==> config.mk <==
export PLATFORM = sky130hd
export DESIGN_NAME = down_counter_flat
export DESIGN_NICKNAME = d
export VERILOG_FILES = /design/src/rtl/down_counter_pkg.sv /design/src/rtl/down_counter_if.sv /design/src/rtl/down_counter.sv /design/src/flat_wrapper.sv
export SDC_FILE = /design/constraint.sdc
export NUM_CORES = 1
export LEC_CHECK = 0
export CORE_AREA = 2 2 39 41
export CTS_CLUSTER_DIAMETER = 80
export DETAILED_ROUTE_END_ITERATION = 10
export DIE_AREA = 0 0 41 43
export HOLD_SLACK_MARGIN = 0.15
export PLACE_DENSITY = 0.68
export SETUP_SLACK_MARGIN = 0.1
export SYNTH_ARGS = -nofsm -noshare
export SYNTH_HDL_FRONTEND = slang
export SYNTH_SLANG_ARGS = --single-unit
export TNS_END_PERCENT = 50
==> constraint.sdc <==
create_clock -name clk -period 1.89 [get_ports clk]
set_input_delay 0.378 -clock clk [delete_from_list [all_inputs] [get_ports clk]]
set_output_delay 0.378 -clock clk [all_outputs]
set_load 0.02 [all_outputs]
==> src/rtl/down_counter_pkg.sv <==
// down_counter_pkg: shared definitions for the loadable down counter.
//   DOWN_COUNTER_WIDTH_DEFAULT : default counter / load-value width.
//   state_t                    : FSM state encoding (IDLE, RUN, DONE).
package down_counter_pkg;

  localparam int DOWN_COUNTER_WIDTH_DEFAULT = 4;

  typedef enum logic [1:0] {
    IDLE = 2'd0,  // stopped, not armed
    RUN  = 2'd1,  // decrementing on count strobes
    DONE = 2'd2   // expired, holding zero
  } state_t;

endpackage

==> src/rtl/down_counter_if.sv <==
// down_counter_if: control and status bundle of the down counter.
//   load    : load din into the counter (and reload register)
//   count   : decrement strobe, one step per cycle while high
//   din     : load value
//   a_count : current count (registered)
//   b_out   : borrow flag, high when a_count == 0 (combinational)
//   tc      : one-cycle terminal-count pulse (registered)
//   busy    : high while the FSM is in RUN (registered)
// Handshake: there is no valid/ready pair. load/count are level strobes
// sampled on every rising clk edge; the status outputs are valid every
// cycle and reflect the result of the previous edge.
// master drives the controls, slave (the counter) drives the status.
interface down_counter_if
  import down_counter_pkg::*;
#(
  parameter int WIDTH = DOWN_COUNTER_WIDTH_DEFAULT
);

  logic             load;
  logic             count;
  logic [WIDTH-1:0] din;
  logic [WIDTH-1:0] a_count;
  logic             b_out;
  logic             tc;
  logic             busy;

  modport master (
    output load, count, din,
    input  a_count, b_out, tc, busy
  );

  modport slave (
    input  load, count, din,
    output a_count, b_out, tc, busy
  );

endinterface

==> src/rtl/down_counter.sv <==
// down_counter: loadable down counter / timer that stops at zero.
// Optional feature macro: DOWN_COUNTER_AUTORELOAD_EN -- on expiry the count
// reloads from the last loaded value and stays in RUN (periodic divider).
// Ports:
//   clk     : clock, rising edge
//   clear   : synchronous active-high reset
//   bus     : down_counter_if.slave (load/count/din in; a_count/b_out/tc/busy out)
//   state_o : current FSM state, for debug/observation
// Priority each cycle: clear > load > count.
module down_counter
  import down_counter_pkg::*;
#(
  parameter int WIDTH = DOWN_COUNTER_WIDTH_DEFAULT
) (
  input  logic           clk,
  input  logic           clear,
  down_counter_if.slave  bus,
  output state_t         state_o
);

  localparam logic [WIDTH-1:0] ONE = {{(WIDTH-1){1'b0}}, 1'b1};

  state_t           state_q, state_d;
  logic [WIDTH-1:0] count_q, count_d;
  logic             tc_q, tc_d;
  logic             busy_q, busy_d;
`ifdef DOWN_COUNTER_AUTORELOAD_EN
  logic [WIDTH-1:0] reload_q, reload_d;
`endif

  always_comb begin
    state_d = state_q;
    count_d = count_q;
    tc_d    = 1'b0;
`ifdef DOWN_COUNTER_AUTORELOAD_EN
    reload_d = reload_q;
`endif
    if (bus.load) begin
      // Load wins over count: no decrement and no tc in this cycle.
      count_d = bus.din;
`ifdef DOWN_COUNTER_AUTORELOAD_EN
      reload_d = bus.din;
`endif
      state_d = (bus.din != '0) ? RUN : IDLE;
    end else if (state_q == RUN && bus.count && count_q != '0) begin
      // The non-zero guard keeps the counter from ever wrapping to all-ones.
      if (count_q == ONE) begin
        tc_d = 1'b1;
`ifdef DOWN_COUNTER_AUTORELOAD_EN
        count_d = reload_q;
`else
        count_d = '0;
        state_d = DONE;
`endif
      end else begin
        count_d = count_q - ONE;
      end
    end
    // busy is registered alongside the state so both move on the same edge.
    busy_d = (state_d == RUN);
  end

  always_ff @(posedge clk) begin
    if (clear) begin
      state_q  <= IDLE;
      count_q  <= '0;
      tc_q     <= 1'b0;
      busy_q   <= 1'b0;
`ifdef DOWN_COUNTER_AUTORELOAD_EN
      reload_q <= '0;
`endif
    end else begin
      state_q  <= state_d;
      count_q  <= count_d;
      tc_q     <= tc_d;
      busy_q   <= busy_d;
`ifdef DOWN_COUNTER_AUTORELOAD_EN
      reload_q <= reload_d;
`endif
    end
  end

  assign bus.a_count = count_q;
  assign bus.b_out   = (count_q == '0);
  assign bus.tc      = tc_q;
  assign bus.busy    = busy_q;
  assign state_o     = state_q;

endmodule

==> src/flat_wrapper.sv <==
// flat-port wrapper written by rule: the top's interface ports become plain ports
module down_counter_flat import down_counter_pkg::*;
#(
  parameter int WIDTH = DOWN_COUNTER_WIDTH_DEFAULT
)
  (clk, clear, state_o, bus_load, bus_count, bus_din, bus_a_count, bus_b_out, bus_tc, bus_busy);
  down_counter_if #(.WIDTH(WIDTH)) bus_i ();
  input  logic clk;
  input  logic clear;
  output state_t state_o;
  input wire logic [$bits(bus_i.load)-1:0] bus_load;
  input wire logic [$bits(bus_i.count)-1:0] bus_count;
  input wire logic [$bits(bus_i.din)-1:0] bus_din;
  output wire logic [$bits(bus_i.a_count)-1:0] bus_a_count;
  output wire logic [$bits(bus_i.b_out)-1:0] bus_b_out;
  output wire logic [$bits(bus_i.tc)-1:0] bus_tc;
  output wire logic [$bits(bus_i.busy)-1:0] bus_busy;
  assign bus_i.load = bus_load;
  assign bus_i.count = bus_count;
  assign bus_i.din = bus_din;
  assign bus_a_count = bus_i.a_count;
  assign bus_b_out = bus_i.b_out;
  assign bus_tc = bus_i.tc;
  assign bus_busy = bus_i.busy;
  down_counter #(.WIDTH(WIDTH)) u_core (.clk(clk), .clear(clear), .bus(bus_i), .state_o(state_o));
endmodule
==> flow_summary.ini <==
[run_status]
status = finished, final reports clean

[logic_synthesis]
yosys_warnings = 0
synth_edf_count = 0
ys_ff_latch = 8
synthesis.instances = 51
synth_xor_xnor_area_share_pct = 0
synth_top_family_by_area = simple AND/OR/NAND/NOR gates
async_flop_share_pct = 0
syn_avg_cell_area_um2 = 9.05
muxShareOfSynthArea_pct = 0
synthSimpleGateAreaFrac_pct = 30.1
yosysUniqueCellTypes = 28
synth_compound_area_share_pct = 22.5
synth_nets = 61
synth_ff_type = dfxtp_1
yosysSeqAreaShare_pct = 34.7
syn-cell-area_um2 = 462
synth_fa_ha_area_share_pct = 5.42

[die]
die_h_um = 43
die_area_mm2 = 0.00176
coreArea_mm2 = 0.00138
initial_utilization_pct = 33.4
ios = 17
die_x_um = 41
row_count = 14

[hold_path]
hold_path_class = flop to flop
min_from = u_core.state_o[1]$_SDFF_PP0_

[clock_tree]
cts_max_level = 1
clkLatencyLatePin_ns = 0.26
clock_path_buffers = 2
cts_tree = yes
cts_num_sinks = 8
cts_buffers = 3
root_buffer = clkbuf_4
clk_pin_slew_ns = 0.06
hold_buffers = 0

[worst_setup_path]
worstSetupPathType = flop to output pin
r2r-start = u_core.bus.a_count[0]$_SDFFE_PP0P_
cp_max_fo = 2
endpoint_kind = output pin
startpoint = u_core.bus.a_count[0]$_SDFFE_PP0P_
cp.required_ns = 1.51
critPathLaunchType = flop
cp.arrival_ns = 1.37

[detailed_routing]
drc = 0
drtIter0Drc = 2
finalWirelength_mm = 1.25
num_vias = 481
routed_via_density = 5.12
firstDrtPassIters = 3
post_drt_wl_per_cell_um = 13.3
ant_nets = 0

[pwr]
vdd_drop_max_mv = 0.360
total_leakage_power_uw = 0.000298
power.density_mw_per_mm2 = 661

[sta]
max_freq_ghz = 0.571
setup_viol = 0
min_period_ns = 1.75
finalMaxSlewViolations = 0
period_share_pct = 92.7
slew_headroom_pct = 72.1
rsz0062_at_grt = yes
hold_viol = 0
tightestPinTransition_ns = 0.418
skew_ns = 0.00323

[placed_design]
gp_congestion = 0.776
io_buffers = 16
dp.cells = 89
place_hpwl_um = 893

[global_route]
grt_pass1_vias = 429
overflow = 0
grt_pass1_wl_mm = 1.90
grt_use_total_pct = 16.1
grt_max_degree = 11
antenna_found_initial = 0

[final_layout]
syn_to_final_growth_pct = 61.0
layout_commonest_cell = clkdlybuf4s50_1
fillers = 143
nets = 90
fin_util_pct = 53.7
n_antenna_cell = 0
mostFrequentLayoutCells = clkdlybuf4s50_1 (15), buf_4 (12), dfxtp_1 (7)
instances_no_fill = 94
drive_gt1_share_pct = 32.1

[run]
maxCapViolCount = 0
-- sequential cells by signal, summed over array words and instances, names as in the netlist --
name	cells
u_core.state_o	2
u_core.bus.busy	1
u_core.bus.a_count	4
u_core.bus.tc	1
-- cells by family after synthesis --
kind of cell,after synthesis
buffers and inverters,8
DFF,8
AOI/OAI and AO/OA,11
adders and majority gates,2
and+or+nand+nor,22
-- final timing paths --
check	end	slack (ns)	depth (start not counted)
setup / recovery	bus_b_out	0.14	5
hold / removal	u_core.state_o[1]$_SDFF_PP0_	0.60	2
setup reg to reg	u_core.bus.a_count[0]$_SDFFE_PP0P_	0.27	8
hold reg to reg	u_core.state_o[1]$_SDFF_PP0_	0.60	2
-- synth_stat cells, drive strengths merged (2+ instances only) --
cell	n	share of area, %
ha	2	5.4
dfxtp	8	35
buf	4	4.1
nor4	2	2.7
inv	4	3.3
and4b	2	4.3
nor2	2	1.6
o21a	2	3.3
nand2b	2	2.7
nor3	5	5.4
a21oi	2	2.2
nor2b	2	2.7
-- power breakdown --
| part | leakage [uW] | internal (uW) | switching [uW] |
|---|---|---|---|
| Clock | 0.0000138 | 73.0 | 63.0 |
| Sequential | 0.0000664 | 179 | 6.24 |
| Combinational | 0.000218 | 92.3 | 77.4 |
| Total | 0.000298 | 345 | 147 |
-- timing repair --
item | CTS | global route
resized for setup | 6 | 5
pin swaps | 0 | 1
setup endpoints to repair | 1 | 2
gates cloned | 0 | 0
endpoints found under the hold margin | 0 | 0
buffers inserted | 0 | 2
-- final cells by class --
type	count	area (um2)	area share (%)
multi-input cells	35	273	36.7
repair buffers	28	251	33.8
flip-flops and latches	8	161	21.7
clock buffers	3	22.5	3.03
well taps	16	20.0	2.69
inverters	4	15.0	2.02
-- per-layer routing --
layer | global-route usage (%) | vias up | share of wire, %
met3 | 4.71 | 2 | 4.2
met4 | 8.00 | 0 | 1.1
li1 | - | 247 | -
met2 | 19.4 | 11 | 45
met5 | 0 | - | 0
met1 | 24.9 | 221 | 49
-- critical path: stages, from the launching register on --
cell and delay [ns]:
dfxtp_1 0.32, inv_2 0.06, ha_2 0.16, or3b_4 0.39
inv_2 0.07, buf_6 0.11
-- per-stage QoR --
step / setup TNS (ns) / power [uW] / area (um2) / hold WS [ns] / setup slack (ns)
CTS: 0 / 483 / 721 / 0.619 / 0.110
finish: 0 / 491 / 743 / 0.596 / 0.139
floorplan: 0 / 265 / 462 / 0.565 / 0.129
detailed placement: -0.0774 / 343 / 698 / 0.606 / -0.0774
global placement: -0.0299 / 342 / 698 / 0.561 / -0.0299
global route: 0 / 521 / 743 / 0.623 / 0.0954
Note: power is estimated with default switching activity, not from simulation.
